===== config.mk =====
export PLATFORM = sky130hd
export DESIGN_NAME = l0_loader
export DESIGN_NICKNAME = d
export VERILOG_FILES = /design/src/rtl/l0_loader_pkg.sv /design/src/rtl/l0_loader_skid.sv /design/src/rtl/l0_loader.sv
export SDC_FILE = /design/constraint.sdc
export NUM_CORES = 1
export LEC_CHECK = 0
export BUFFER_PORTS_ARGS = -buffer_cell sky130_fd_sc_hd__buf_2
export CAP_MARGIN = 30
export CORE_UTILIZATION = 35
export CTS_CLUSTER_SIZE = 30
export DETAILED_ROUTE_END_ITERATION = 16
export HOLD_SLACK_MARGIN = 0.1
export PLACE_DENSITY = 0.54
export SYNTH_ARGS = -nofsm -noshare
export SYNTH_HDL_FRONTEND = slang
export SYNTH_SLANG_ARGS = --single-unit
export TNS_END_PERCENT = 30

===== constraint.sdc =====
create_clock -name clk_i -period 7 [get_ports clk_i]
set_input_delay 0.7 -clock clk_i [delete_from_list [all_inputs] [get_ports clk_i]]
set_output_delay 0.7 -clock clk_i [all_outputs]
set_load 0.05 [all_outputs]

===== src/rtl/l0_loader_pkg.sv =====
// l0_loader_pkg: shared FSM encoding and sizing constants for the L0 loader.
//   state_e    : IDLE -> READ -> DRAIN -> DONE -> IDLE
//   SKID_DEPTH : entries in the return-data skid buffer
//   SRAM_LAT   : SRAM read latency in cycles (data valid one cycle after cen low)
package l0_loader_pkg;
    typedef enum logic [1:0] {S_IDLE, S_READ, S_DRAIN, S_DONE} state_e;
    localparam int SKID_DEPTH = 2;
    localparam int SRAM_LAT   = 1;
    localparam int CNT_W      = $clog2(SKID_DEPTH + 1);
endpackage


===== src/rtl/l0_loader_skid.sv =====
// l0_loader_skid: 2-entry FIFO that parks SRAM return data while L0 is full.
//   clk_i, rst_ni : clock, asynchronous active-low reset
//   push_i/data_i : write data_i at the tail
//   pop_i         : drop the head entry
//   head_o        : oldest entry
//   count_o       : number of stored entries
// Simultaneous push and pop leaves the count unchanged. The caller never
// pushes when full or pops when empty.
module l0_loader_skid
    import l0_loader_pkg::*;
#(
    parameter int W = 32
) (
    input  logic             clk_i,
    input  logic             rst_ni,
    input  logic             push_i,
    input  logic             pop_i,
    input  logic [W-1:0]     data_i,
    output logic [W-1:0]     head_o,
    output logic [CNT_W-1:0] count_o
);
    localparam int PW = $clog2(SKID_DEPTH);
    logic [W-1:0]     mem_q [SKID_DEPTH];
    logic [PW-1:0]    wr_q, wr_d, rd_q, rd_d;
    logic [CNT_W-1:0] cnt_q, cnt_d;
    always_comb begin
        wr_d    = wr_q + PW'(push_i);
        rd_d    = rd_q + PW'(pop_i);
        cnt_d   = cnt_q + CNT_W'(push_i) - CNT_W'(pop_i);
        head_o  = mem_q[rd_q];
        count_o = cnt_q;
    end
    always_ff @(posedge clk_i or negedge rst_ni) begin
        if (!rst_ni) begin
            for (int i = 0; i < SKID_DEPTH; i++) mem_q[i] <= '0;
            wr_q  <= '0;
            rd_q  <= '0;
            cnt_q <= '0;
        end else begin
            if (push_i) mem_q[wr_q] <= data_i;
            wr_q  <= wr_d;
            rd_q  <= rd_d;
            cnt_q <= cnt_d;
        end
    end
endmodule


===== src/rtl/l0_loader.sv =====
// l0_loader: streams len SRAM words starting at base_addr into the corelet L0 FIFO.
//   clk_i, reset_ni          : clock, asynchronous active-low reset
//   start_i, base_addr_i, len_i : transfer request, latched only when idle
//   busy_o, done_o           : transfer in progress / 1-cycle completion pulse
//   sram_cen_o, sram_wen_o, sram_addr_o, sram_dout_i : read-only SRAM port
//   l0_wr_o, l0_in_o, l0_full_i : L0 write port with back-pressure
//   stall_cnt_o              : only with L0_LOADER_STALL_CNT_EN; cycles stalled on l0_full
// Optional feature macro: L0_LOADER_STALL_CNT_EN.
module l0_loader
    import l0_loader_pkg::*;
#(
    parameter int ROW    = 8,
    parameter int BW     = 4,
    parameter int ADDR_W = 11,
    parameter int LEN_W  = 11
) (
`ifdef L0_LOADER_STALL_CNT_EN
    output logic [31:0]       stall_cnt_o,
`endif
    input  logic              clk_i,
    input  logic              reset_ni,
    input  logic              start_i,
    input  logic [ADDR_W-1:0] base_addr_i,
    input  logic [LEN_W-1:0]  len_i,
    output logic              busy_o,
    output logic              done_o,
    output logic              sram_cen_o,
    output logic              sram_wen_o,
    output logic [ADDR_W-1:0] sram_addr_o,
    input  logic [BW*ROW-1:0] sram_dout_i,
    output logic              l0_wr_o,
    output logic [BW*ROW-1:0] l0_in_o,
    input  logic              l0_full_i
);
    localparam int DW = BW * ROW;
    state_e            state_q, state_d;
    logic [ADDR_W-1:0] base_q, base_d;
    logic [LEN_W-1:0]  len_q, len_d, issued_q, issued_d, written_q, written_d;
    logic              inflight_q, inflight_d;
    logic              issue, pending, push, pop, accept;
    logic [DW-1:0]     head;
    logic [CNT_W-1:0]  cnt;
    l0_loader_skid #(.W(DW)) u_skid (
        .clk_i   (clk_i),
        .rst_ni  (reset_ni),
        .push_i  (push),
        .pop_i   (pop),
        .data_i  (sram_dout_i),
        .head_o  (head),
        .count_o (cnt)
    );
    always_comb begin
        accept      = (state_q == S_IDLE) && start_i;
        pending     = (cnt != '0) || inflight_q;
        // Counting in-flight reads against skid space means every return has a slot.
        issue       = (state_q == S_READ) && (issued_q != len_q) &&
                      ((cnt + CNT_W'(inflight_q)) < CNT_W'(SKID_DEPTH));
        l0_wr_o     = !l0_full_i && pending;
        pop         = l0_wr_o && (cnt != '0);
        // Returning data bypasses the skid only when nothing older is waiting.
        push        = inflight_q && !(l0_wr_o && (cnt == '0));
        l0_in_o     = (cnt != '0) ? head : inflight_q ? sram_dout_i : '0;
        sram_cen_o  = !issue;
        sram_wen_o  = 1'b1;
        sram_addr_o = base_q + ADDR_W'(issued_q);
        busy_o      = (state_q == S_READ) || (state_q == S_DRAIN);
        done_o      = (state_q == S_DONE);
        inflight_d  = issue;
        base_d      = base_q;
        len_d       = len_q;
        issued_d    = issued_q + LEN_W'(issue);
        written_d   = written_q + LEN_W'(l0_wr_o);
        state_d     = state_q;
        unique case (state_q)
            S_IDLE: if (start_i) begin
                base_d    = base_addr_i;
                len_d     = len_i;
                issued_d  = '0;
                written_d = '0;
                state_d   = (len_i == '0) ? S_DONE : S_READ;
            end
            S_READ:  state_d = (issued_d == len_q) ? S_DRAIN : S_READ;
            S_DRAIN: state_d = (written_d == len_q) ? S_DONE : S_DRAIN;
            S_DONE:  state_d = S_IDLE;
            default: state_d = S_IDLE;
        endcase
    end
    always_ff @(posedge clk_i or negedge reset_ni) begin
        if (!reset_ni) begin
            state_q    <= S_IDLE;
            base_q     <= '0;
            len_q      <= '0;
            issued_q   <= '0;
            written_q  <= '0;
            inflight_q <= 1'b0;
        end else begin
            state_q    <= state_d;
            base_q     <= base_d;
            len_q      <= len_d;
            issued_q   <= issued_d;
            written_q  <= written_d;
            inflight_q <= inflight_d;
        end
    end
`ifdef L0_LOADER_STALL_CNT_EN
    logic [31:0] stall_q, stall_d;
    always_comb begin
        stall_d     = accept ? '0 :
                      (busy_o && pending && l0_full_i && stall_q != '1) ? stall_q + 32'd1 : stall_q;
        stall_cnt_o = stall_q;
    end
    always_ff @(posedge clk_i or negedge reset_ni) begin
        if (!reset_ni) stall_q <= '0;
        else           stall_q <= stall_d;
    end
`else
    logic unused_accept;
    assign unused_accept = accept;
`endif
endmodule

Yosys cells after proc, flatten, opt, wreduce, memory -nomap -nowiden
Index checks and enable logic that the tools add are counted.
{"block": "totals", "wordCells": 66, "reg_bits": 115, "output_inout_bits": 48}
{"block": "op_classes", "mux": 17, "n_eq_ne": 7, "add_sub_neg": 8, "n_reduce_logical": 17, "order_cmp": 4, "n_bitwise": 2}
{"cell": "32-bit 2-to-1 mux", "count": 6}
{"cell": "64-bit bitwise mux", "count": 1}
{"cell": "11-bit 2-to-1 mux", "count": 4}
{"cell": "32-bit demux with 1-bit select", "count": 1}
{"cell": "11-bit by 1-bit adder with 11-bit output", "count": 2}
{"cell": "11-bit == test", "count": 2}
{"cell": "11-bit adder", "count": 1}
{"cell": "11-bit logical NOT", "count": 1}
{"cell": "11-bit != test", "count": 1}
{"cell": "2-bit one-hot mux with 4 select lines", "count": 1}
{"cell": "1-bit logical AND", "count": 7}
{"cell": "2-bit 2-to-1 mux", "count": 3}
{"cell": "2-bit by 1-bit adder with 2-bit output", "count": 2}
{"cell": "2-bit == test, second input constant", "count": 2}
{"cell": "2-bit >= comparator, second input constant", "count": 2}
{"cell": "2-bit logical NOT", "count": 2}
{"cell": "1-bit inverter with 2-bit output", "count": 2}
{"cell": "1-bit logical NOT", "count": 3}
{"cell": "1-bit adder", "count": 2}
{"cell": "2-bit by 1-bit == test with 1-bit output, second input constant", "count": 1}
{"cell": "1-bit logical OR", "count": 2}
{"cell": "2-bit by 1-bit less-than comparator with 1-bit output, second input constant", "count": 1}
{"cell": "2-bit less-than comparator, second input constant", "count": 1}
{"cell": "2-bit != test, second input constant", "count": 1}
{"cell": "other kinds (4)", "count": 4}

Depth between registers and ports, before layout
Gate-level depths: netlist (run 1).
{"block": "logic_depth", "ltp_word": 8, "ltp_mapped": 14, "depth_no_buf": 12}

Hierarchy
A second synthesis (run 1) with hierarchy kept.
{"block": "hier_totals", "hier_cells": 647, "hier_area_um2": 7081.8}
{"module": "l0_loader", "n_inst": 1, "cells_per_inst": 461, "seq_area_each_um2": 1176.1, "area_each_um2": 3653.5}
{"module": "l0_loader_skid", "n_inst": 1, "cells_per_inst": 186, "seq_area_each_um2": 1701.6, "area_each_um2": 3428.3}

Worst setup path before layout (run 1)
OpenSTA, ideal clock, no wires.
{"block": "synth_timing", "path_type": "reg2out", "startpoint": "reg issued_q[0]", "endpoint": "out sram_addr_o[10]", "t_required_ns": 6.300, "setup_slack_ns": 3.458, "arrival_ns": 2.842, "path_stages_with_launch": 10, "path_cell_list": "dfrtp_1 ha_1 inv_1 fa_1 nor2b_1 o21ai_0 a21boi_0 o21ai_0 a21o_1 a211oi_1"}
{"block": "synth_via", "elab_chain_cells": 1}
{"element": "start, declared", "line": "l0_loader.sv:38", "text": "logic [LEN_W-1:0] len_q, len_d, issued_q, issued_d, written_q, written_d;"}
{"element": "start signal, assigned", "line": "l0_loader.sv:100", "text": "issued_q <= issued_d;"}
{"element": "11-bit adder", "line": "l0_loader.sv:65", "text": "sram_addr_o = base_q + ADDR_W'(issued_q);"}
{"element": "end, declared", "line": "l0_loader.sv:29", "text": "output logic [ADDR_W-1:0] sram_addr_o,"}
No other way between the ends.

Worst setup path after layout (run 1)
Ends and elaborated chain as after synthesis.

==> results of run 1 <==
sequential cells by signal, summed over array words and instances, names as in the netlist:
name / count
base_q: 11
inflight_q: 1
issued_q: 11
len_q: 11
state_q: 2
u_skid.count_o: 2
u_skid.mem_q: 64
u_skid.rd_q: 1
u_skid.wr_q: 1
written_q: 11
final cells by class:
type / instances / area share
Timing Repair Buffer: 112 / 0.0818
Clock buffer: 17 / 0.0548
Multi-Input combinational cell: 461 / 0.430
Inverter: 15 / 0.00725
Tap cell: 229 / 0.0369
Clock inverter: 15 / 0.0188
Sequential cell: 115 / 0.371
power groups by stage:
stage / Sequential (mW) / Clock [mW] / Combinational (mW)
after detailed placement: 1.21 / 0 / 2.37
after floorplan: 1.09 / 0 / 1.92
after global routing: 1.24 / 0.894 / 2.53
after global placement: 1.22 / 0 / 2.28
after CTS: 1.20 / 0.863 / 2.38
final: 1.20 / 0.837 / 2.35
cells by family after synthesis:
| kind of cell | Yosys count | synth area share |
|---|---|---|
| and+or+nand+nor | 205 | 0.150 |
| DFF | 115 | 0.448 |
| muxes | 96 | 0.162 |
| AOI/OAI and AO/OA | 81 | 0.0764 |
| xor gates and xnor gates | 54 | 0.0824 |
| buffers and inverters | 54 | 0.0331 |
| adders and majority gates | 24 | 0.0479 |
| other | 1 | 0.000584 |
cells in the final DEF (no fill, tap or decap), types with 2 or more instances in the layout:
| master | synthesis | final |
|---|---|---|
| sky130_fd_sc_hd__a211oi_1 | 8 | 8 |
| sky130_fd_sc_hd__a21o_1 | 2 | 2 |
| sky130_fd_sc_hd__a21oi_1 | 7 | 7 |
| sky130_fd_sc_hd__a31o_2 | 2 | 2 |
| sky130_fd_sc_hd__and2_1 | 7 | 7 |
| sky130_fd_sc_hd__buf_16 | 0 | 2 |
| sky130_fd_sc_hd__buf_2 | 2 | 103 |
| sky130_fd_sc_hd__buf_4 | 2 | 6 |
| sky130_fd_sc_hd__clkbuf_16 | 0 | 17 |
| sky130_fd_sc_hd__clkinvlp_4 | 0 | 4 |
| sky130_fd_sc_hd__dfrtp_1 | 115 | 114 |
| sky130_fd_sc_hd__ha_1 | 23 | 23 |
| sky130_fd_sc_hd__inv_1 | 15 | 15 |
| sky130_fd_sc_hd__inv_6 | 0 | 7 |
| sky130_fd_sc_hd__mux2_2 | 64 | 64 |
| sky130_fd_sc_hd__mux2i_1 | 32 | 32 |
| sky130_fd_sc_hd__nand2_1 | 86 | 86 |
| sky130_fd_sc_hd__nand2b_1 | 2 | 2 |
| sky130_fd_sc_hd__nand3_1 | 40 | 40 |
| sky130_fd_sc_hd__nand4_1 | 6 | 6 |
| sky130_fd_sc_hd__nor2_1 | 27 | 26 |
| sky130_fd_sc_hd__nor2b_1 | 4 | 4 |
| sky130_fd_sc_hd__nor3_1 | 14 | 14 |
| sky130_fd_sc_hd__nor4_1 | 4 | 4 |
| sky130_fd_sc_hd__nor4b_1 | 2 | 2 |
| sky130_fd_sc_hd__o21ai_0 | 48 | 48 |
| sky130_fd_sc_hd__o31ai_1 | 2 | 2 |
| sky130_fd_sc_hd__or2_2 | 2 | 2 |
| sky130_fd_sc_hd__or3_1 | 5 | 5 |
| sky130_fd_sc_hd__xnor2_1 | 29 | 29 |
| sky130_fd_sc_hd__xnor3_1 | 3 | 3 |
| sky130_fd_sc_hd__xor2_1 | 21 | 21 |
metal layers:
layer,GRT usage,vias up,wire length [um]
li1,-,2388,-
met1,0.211,2360,6840
met2,0.277,125,7200
met3,0.0368,10,699
met4,0.0537,0,138
met5,0,-,0
through the flow:
step                      instance area (um^2)  hold WS, ns  instances  utilization  power, mW
final                                     7770        0.246        964        0.433       4.38
after CTS                                 7770        0.251        964        0.433       4.44
after floorplan                           6420        0.404        630            -       3.02
after detailed placement                  7200        0.474        932        0.401       3.58
after global placement                    7120        0.475        929        0.397       3.49
after global routing                      7770        0.273        964        0.433       4.66
worst max path at each step:
stage | start | to | slack [ns] | depth (start not counted)
after floorplan | issued_q[0] | sram_addr_o[10] | 3.46 | 9
after global placement | issued_q[8] | state_q[1] | 3.66 | 12
after detailed placement | issued_q[8] | state_q[0] | 3.48 | 11
after CTS | issued_q[0] | sram_addr_o[10] | 3.39 | 10
after global routing | issued_q[8] | state_q[0] | 3.19 | 11
final | issued_q[0] | sram_addr_o[10] | 3.38 | 10
==> impl_metrics.tcl, run 1 <==
set metrics [dict create \
    total_negative_slack_for_setup_checks_ns 0 \
    worst_ep_required_time_ns 6.30 \
    initial_utilization 0.358 \
    first_drt_pass_iteration_count 4 \
    timing.critical_path.buf_inv 2 \
    areaGrowthSynthToFinish_pct 21.0 \
    p_seq_frac 0.273 \
    cts_setup_buffers 0 \
    irDropWorstVdd_uv 331 \
    netlist_area_um2 6420 \
    clk_pin_slew_ns 0.06 \
    holdCritPathClass "in2async" \
    pwr-share-comb 0.536 \
    tritoncts_clock_tree "built" \
    die_w_um 137 \
    routed-via-count 4883 \
    ys_async_sr_fraction 1.00 \
    synth.cells.most_frequent "sky130_fd_sc_hd__dfrtp_1 (115), sky130_fd_sc_hd__nand2_1 (86), sky130_fd_sc_hd__mux2_2 (64), sky130_fd_sc_hd__o21ai_0 (48), sky130_fd_sc_hd__nand3_1 (40)" \
    crit-reg2reg-launch "issued_q[8]" \
    critical_path.max_stage_delay_ns 0.41 \
    number_of_buffers_created_by_cts 17 \
    worstSetupStartpointType "register" \
    cts_htree_levels 4 \
    die_area_um2 18900 \
    timing_hold_violations_final 0 \
    synthesis.yosys.warnings 0 \
    rsz0062_at_grt "no" \
    grt_start_max_net_pins 56 \
    timing.final.ws_setup_ns 3.38 \
    grt_overall_usage 0.166 \
    dpl_worst_slack_ns 3.48 \
    sequential_cell_area_um2 2880 \
    post_cts_hold_buffer_count 0 \
    clock_sinks 115 \
    power_switching_share 0.482 \
    synth_nets 712 \
    clock_tree.buffer_depth 2 \
    root_buffer "sky130_fd_sc_hd__clkbuf_16" \
    routed_wire_length_per_instance_um 15.4 \
    routed_wl_mm 14.9 \
    worstSkewPairLatency_ns 0.41 \
    worstReg2RegEnd "state_q[0]" \
    power.net_switching_mw 2.11 \
    post_synth_num_cell_types 51 \
    drc_viols 0 \
    post_synth.cell_area_avg_um2 10.2 \
    synth_top_cell_area_share 0.448 \
    row_count 49 \
    p_leak_nw 3.56 \
    top_level_ports 106 \
    critical_path.endpoint_type "output port" \
    coreArea_um2 18000 \
    fmaxAchievable_mhz 276 \
    cp_cell_sequence "ha_1, inv_1, fa_1, nor2b_1, o21ai_0, a21boi_0, o21ai_0, a21o_1, a211oi_1, buf_2" \
    synth_flop_cell "sky130_fd_sc_hd__dfrtp_1" \
    rrSetupSlack_ns 3.46 \
    gp_congestion 0.873 \
    setup_viol 0 \
    reg2reg_depth 11 \
    synth_cells 630 \
    layout_min_cycle_time_ns 3.62 \
    pin_slew_with_the_least_headroom_to_its_limit_ns 0.893 \
    number_of_pins_exceeding_their_max_slew_limit_in_the_final_report 0 \
    power.density_nw_per_um2 564 \
    status "finished, final reports clean" \
    fill_cells 1744 \
    detail_route.vias_per_cell 5.07 \
    die_h_um 137 \
    numPortBuffers 104 \
    final.setup_skew_ns 0.00885 \
    timing_worst_setup_path_type "reg2out" \
    critPathMaxFanout 3 \
    post_cts.resized_instances 0 \
    grt_first_pass_wirelength_mm 24.2 \
    critical_path.top_delay_family "compound AO/OA/AOI/OAI gates" \
    num-nets-final 804 \
    synth_sequential_area_ratio 0.448 \
    clockPowerShare 0.191 \
    vias_in_the_first_global_route 4951 \
    worst_path_max_delay_cell "sky130_fd_sc_hd__dfrtp_1" \
    synth_edf_count 0 \
    maxCapViolations 0 \
    detailedRoute.firstIterationViolations 293 \
    yosysMostFrequentCell "sky130_fd_sc_hd__dfrtp_1" \
    grt.overflow.total 0 \
    dp_hpwl_mm 10.5 \
    slew-limit-headroom 0.403 \
    antenna_violating_nets_post_route 0 \
    power.internal_mw 2.27 \
    synth_top_cell_by_area "sky130_fd_sc_hd__dfrtp_1" \
    cp_common_cell "sky130_fd_sc_hd__o21ai_0" \
    synth_seq_cells 115 \
    leading_post_synthesis_cells_by_cell_area "sky130_fd_sc_hd__dfrtp_1 (45%), sky130_fd_sc_hd__mux2_2 (11%), sky130_fd_sc_hd__nand2_1 (5.0%)" \
    cp.arrival_ns 2.92 \
    antenna_cells 0 \
    fraction_of_layout_cells_with_a_size_suffix_above_1 0.297 \
    finalCritPeriodShare 0.517 \
    number_of_antenna_violations_at_the_first_check_in_global_routing 0 \
    multi_input_comb_area_um2 3340 \
]
No activity file was read; power rests on OpenSTA's default activity.
==> inputs of run 2 (changes only) <==
==> constraint.sdc (replaced) <==
create_clock -name clk_i -period 3.79 [get_ports clk_i]
set_input_delay 0.379 -clock clk_i [delete_from_list [all_inputs] [get_ports clk_i]]
set_output_delay 0.379 -clock clk_i [all_outputs]
set_load 0.05 [all_outputs]
==> impl_metrics.tcl, run 2 (synthesized netlist as in run 1, its figures left out) <==
set metrics [dict create \
    worstSkewPairLatency_ns 0.41 \
    setup_viol 0 \
    gp_congestion 0.815 \
    layout_min_cycle_time_ns 3.37 \
    clk_pin_slew_ns 0.06 \
    critPathMaxFanout 8 \
    cp.arrival_ns 3.67 \
    pin_slew_with_the_least_headroom_to_its_limit_ns 0.909 \
    grt.overflow.total 0 \
    timing_hold_violations_final 0 \
    routed_wl_mm 14.9 \
    worstSetupStartpointType "register" \
    maxCapViolations 0 \
    multi_input_comb_area_um2 3340 \
    number_of_pins_exceeding_their_max_slew_limit_in_the_final_report 0 \
    worst_ep_required_time_ns 4.09 \
    detail_route.vias_per_cell 5.09 \
    slew-limit-headroom 0.392 \
    clock_sinks 115 \
    power.density_nw_per_um2 1030 \
    rsz0062_at_grt "no" \
    initial_utilization 0.358 \
    leading_cell_type_in_the_layout_fill_and_taps_excluded "sky130_fd_sc_hd__dfrtp_1" \
    vias_in_the_first_global_route 4761 \
    layout_common_cells "sky130_fd_sc_hd__dfrtp_1 (114), sky130_fd_sc_hd__buf_2 (103), sky130_fd_sc_hd__nand2_1 (86), sky130_fd_sc_hd__mux2_2 (64), sky130_fd_sc_hd__o21ai_0 (48)" \
    crit_start "len_q[7]" \
    crit-reg2reg-launch "len_q[7]" \
    cts_setup_buffers 0 \
    endpoint "state_q[1]" \
    critical_path.endpoint_type "register" \
    grt_overall_usage 0.166 \
    root_buffer "sky130_fd_sc_hd__clkbuf_16" \
    grt_start_max_net_pins 64 \
    antenna_cells 0 \
    irDropWorstVdd_uv 648 \
    die_h_um 137 \
    fraction_of_layout_cells_with_a_size_suffix_above_1 0.296 \
    worstReg2RegEnd "state_q[1]" \
    total_negative_slack_for_setup_checks_ns 0 \
    clock_tree.buffer_depth 2 \
    top_level_ports 106 \
    number_of_antenna_violations_at_the_first_check_in_global_routing 0 \
    detailedRoute.firstIterationViolations 227 \
    p_leak_nw 3.54 \
    largest_register "u_skid.mem_q" \
    num-nets-final 806 \
    holdCritPathClass "in2reg" \
    sequential_cell_area_um2 2880 \
    postPlaceCellArea_um2 7170 \
    tritoncts_clock_tree "built" \
    status "finished, final reports clean" \
    row_count 49 \
    timing_worst_setup_path_type "reg2reg" \
    power.total_mw 7.98 \
    rrSetupSlack_ns 0.42 \
    numPortBuffers 104 \
    cts_htree_levels 4 \
    antenna_violating_nets_post_route 0 \
    max_ffs_per_register 64 \
    first_drt_pass_iteration_count 4 \
    postLayoutCellArea_um2 7720 \
    die_area_um2 18900 \
    routed-via-count 4916 \
    final.setup_skew_ns 0.00567 \
    grt_first_pass_wirelength_mm 23.9 \
    fmaxAchievable_mhz 297 \
    die_w_um 137 \
    drc_viols 0 \
    dp_hpwl_mm 10.4 \
    fill_cells 1771 \
    reg2reg_depth 12 \
    areaGrowthSynthToFinish_pct 20.2 \
    routed_wire_length_per_instance_um 15.5 \
    finalCritPeriodShare 0.890 \
    number_of_buffers_created_by_cts 17 \
    coreArea_um2 18000 \
]
==> run 2: cell types whose count changed in the layout (fill, tap and decap cells not counted), sizes merged <==
cell         previous run  this run
buf                   112       113
inv                    23        19
clkinv                  2         3
clkinvlp                4         6
clkbuf                 17        19
bufinv                  1         0
dlygate4sd3             0         1
==> run 2: worst min path at each step <==
| stage | from | end | slack [ns] | cells past startpoint |
|---|---|---|---|---|
| 6_report | base_addr_i[6] | base_q[6] | 0.16 | 3 |
| 5_1_grt | base_addr_i[6] | base_q[6] | 0.15 | 3 |
| 4_1_cts | base_addr_i[6] | base_q[6] | 0.14 | 3 |
| 3_5_place_dp | base_q[9] | base_q[9] | 0.47 | 2 |
| 3_3_place_gp | base_q[9] | base_q[9] | 0.47 | 2 |
| 2_1_floorplan | reset_ni | base_q[0] | 0.08 | 0 |
==> run 2: metrics by stage <==
stage	setup WS [ns]	std cells	utilization	hold slack, ns
floorplan	0.569	630	-	0.0834
global route	0.132	966	0.430	0.154
finish	0.419	966	0.430	0.155
detailed placement	0.448	933	0.399	0.469
global placement	0.531	932	0.398	0.471
CTS	0.441	966	0.430	0.143
==> run 2: per-layer routing <==
metal  track usage  part of all wire
met1         0.216              0.47
met2         0.268              0.47
met3        0.0383             0.040
met4        0.0598             0.016
met5             0                 0
==> run 2: cell type report <==
type / count / area share
Clock inverter: 13 / 0.0133
Clock buffer: 19 / 0.0574
Tap cell: 229 / 0.0371
Timing Repair Buffer: 114 / 0.0794
Sequential cell: 115 / 0.373
Inverter: 15 / 0.00729
Multi-Input combinational cell: 461 / 0.433
==> run 2: power by group <==
part	total, mW	internal, mW	switching [mW]	leakage [nW]
registers	2.19	1.77	0.417	1.41
clock network	1.46	0.859	0.601	0.249
logic	4.33	1.48	2.85	1.87
total	7.98	4.11	3.87	3.54
==> run 2: worst max-delay path, cell delays in order (launching register included) <==
cell and delay, ns:
sky130_fd_sc_hd__dfrtp_1 0.46, sky130_fd_sc_hd__xor2_1 0.19, sky130_fd_sc_hd__nor4b_1 0.40, sky130_fd_sc_hd__nand2_1 0.10, sky130_fd_sc_hd__o311a_1 0.41, sky130_fd_sc_hd__ha_1 0.27, sky130_fd_sc_hd__ha_1 0.25, sky130_fd_sc_hd__and2_1 0.28
sky130_fd_sc_hd__a211oi_1 0.29, sky130_fd_sc_hd__a211oi_1 0.08, sky130_fd_sc_hd__o2111ai_1 0.23, sky130_fd_sc_hd__nor4_2 0.07, sky130_fd_sc_hd__a31o_1 0.23
==> run 2: repair_timing <==
| item | in CTS | in global routing |
|---|---|---|
| gates resized for setup | 0 | 0 |
| endpoints found under the setup margin | 0 | 0 |
| endpoints found under the hold margin | 9 | 0 |
| hold buffers | 1 | 0 |
==> inputs of run 3 (changes only) <==
==> constraint.sdc (replaced) <==
create_clock -name clk_i -period 3.7 [get_ports clk_i]
set_input_delay 0.37 -clock clk_i [delete_from_list [all_inputs] [get_ports clk_i]]
set_output_delay 0.37 -clock clk_i [all_outputs]
set_load 0.05 [all_outputs]
==> impl_metrics.tcl, run 3 (synthesized netlist as in run 1, its figures left out) <==
set metrics [dict create \
    status "finished, final reports clean" \
    routed_wl_mm 15.3 \
    numPortBuffers 104 \
    antenna_cells 0 \
    largest_register "u_skid.mem_q" \
    areaGrowthSynthToFinish_pct 21.6 \
    antenna_violating_nets_post_route 0 \
    finalCritPeriodShare 0.912 \
    timing.final.ws_setup_ns 0.325 \
    fin_hold_ws_ns 0.147 \
    grt_overall_usage 0.170 \
    number_of_antenna_violations_at_the_first_check_in_global_routing 0 \
    grt_first_pass_wirelength_mm 24.3 \
    timing_hold_violations_final 0 \
    fraction_of_layout_cells_with_a_size_suffix_above_1 0.295 \
    die_area_um2 18900 \
    dp_hpwl_mm 10.8 \
    first_drt_pass_iteration_count 4 \
    row_count 49 \
    final.setup_skew_ns 0.0121 \
    critical_path.max_stage_delay_ns 0.44 \
    gp_congestion 0.845 \
    drc_viols 0 \
    detailedRoute.firstIterationViolations 260 \
    top_level_ports 106 \
    post_place_cells 935 \
    worst_ep_required_time_ns 4.00 \
    die_w_um 137 \
    critPathMaxFanout 8 \
    sequential_cell_area_um2 2880 \
    number_of_buffers_created_by_cts 17 \
    clk_pin_slew_ns 0.06 \
    worstSetupStartpointType "register" \
    initial_utilization 0.358 \
    worstSkewPairLatency_ns 0.41 \
    num-nets-final 808 \
    power.density_nw_per_um2 1070 \
    fill_cells 1740 \
    cts_htree_levels 4 \
    layout_min_cycle_time_ns 3.37 \
    layout_common_cells "sky130_fd_sc_hd__dfrtp_1 (114), sky130_fd_sc_hd__buf_2 (103), sky130_fd_sc_hd__nand2_1 (86), sky130_fd_sc_hd__mux2_2 (64), sky130_fd_sc_hd__o21ai_0 (48)" \
    die_h_um 137 \
    stdcell_count 967 \
    irDropWorstVdd_uv 623 \
    holdCritPathClass "in2reg" \
    total_negative_slack_for_setup_checks_ns 0 \
    worst_path_max_delay_cell "sky130_fd_sc_hd__dfrtp_1" \
    p_leak_nw 3.60 \
    root_buffer "sky130_fd_sc_hd__clkbuf_16" \
    fmaxAchievable_mhz 296 \
    grt.overflow.total 0 \
    cts_setup_buffers 0 \
    routed-via-count 4939 \
    grt_start_max_net_pins 68 \
    pin_slew_with_the_least_headroom_to_its_limit_ns 0.911 \
    routed_wire_length_per_instance_um 15.8 \
    timing_worst_setup_path_type "reg2reg" \
    clock_sinks 115 \
    max_ffs_per_register 64 \
    dpl_worst_slack_ns 0.384 \
    slew-limit-headroom 0.391 \
    clock_tree.buffer_depth 2 \
    power.total_mw 8.39 \
    coreArea_um2 18000 \
    post_cts.resized_instances 0 \
    leading_cell_type_in_the_layout_fill_and_taps_excluded "sky130_fd_sc_hd__dfrtp_1" \
    vias_in_the_first_global_route 4892 \
    detail_route.vias_per_cell 5.11 \
    rsz0062_at_grt "no" \
    number_of_pins_exceeding_their_max_slew_limit_in_the_final_report 0 \
    maxCapViolations 0 \
    cp_cell_sequence "xor2_1, nor4b_1, nand2_1, o311a_1, ha_1, ha_1, and2_1, a211oi_1, a211oi_1, o2111ai_1, nor4_2, a31o_1" \
    setup_viol 0 \
    post_cts_hold_buffer_count 1 \
    critical_path.endpoint_type "register" \
    tritoncts_clock_tree "built" \
    multi_input_comb_area_um2 3340 \
    cp.arrival_ns 3.68 \
]
run 3: worst paths after layout:
| path | from | endpoint | slack [ns] | cells past startpoint |
|---|---|---|---|---|
| min in group asynchronous | reset_ni | u_skid.mem_q[38] | 0.36 | 2 |
| max in group asynchronous | reset_ni | u_skid.rd_q | 2.72 | 3 |
| hold / removal | base_addr_i[9] | base_q[9] | 0.15 | 3 |
| setup / recovery | issued_q[6] | state_q[1] | 0.33 | 12 |
| setup reg to reg | issued_q[6] | state_q[1] | 0.33 | 12 |
| hold reg to reg | base_q[6] | base_q[6] | 0.48 | 2 |
run 3: power breakdown:
part / internal, mW / leakage, nW / total [mW] / switching [mW]
clock: 1.10 / 0.292 / 1.67 / 0.567
combinational: 1.53 / 1.89 / 4.47 / 2.93
sequential: 1.81 / 1.41 / 2.25 / 0.435
run 3: worst max-delay path: cells and delay by family (launching register included):
kind,cells,cell delay [ns]
simple gates,4,0.90
compound gates,5,1.23
fa+ha+maj,2,0.50
flops,1,0.44
xor+xnor,1,0.19
run 3: metrics by stage:
step | cell area [um^2] | util
5_1_grt | 7810 | 0.435
6_report | 7810 | 0.435
4_1_cts | 7810 | 0.435
3_3_place_gp | 7150 | 0.398
2_1_floorplan | 6420 | -
3_5_place_dp | 7200 | 0.401
run 3: layout make-up:
cell class / instances / share of cell area
multi-input cells: 461 / 0.428
repair buffers: 116 / 0.0829
flip-flops and latches: 115 / 0.368
clock buffers: 22 / 0.0607
inverters: 15 / 0.00721
well taps: 229 / 0.0367
clock inverters: 9 / 0.0165
run 3: layer usage:
| layer | track usage | up-vias | share of wire |
|---|---|---|---|
| li1 | - | 2384 | - |
| met1 | 0.212 | 2421 | 0.46 |
| met2 | 0.283 | 113 | 0.48 |
| met3 | 0.0401 | 21 | 0.042 |
| met4 | 0.0623 | 0 | 0.017 |
| met5 | 0 | - | 0 |
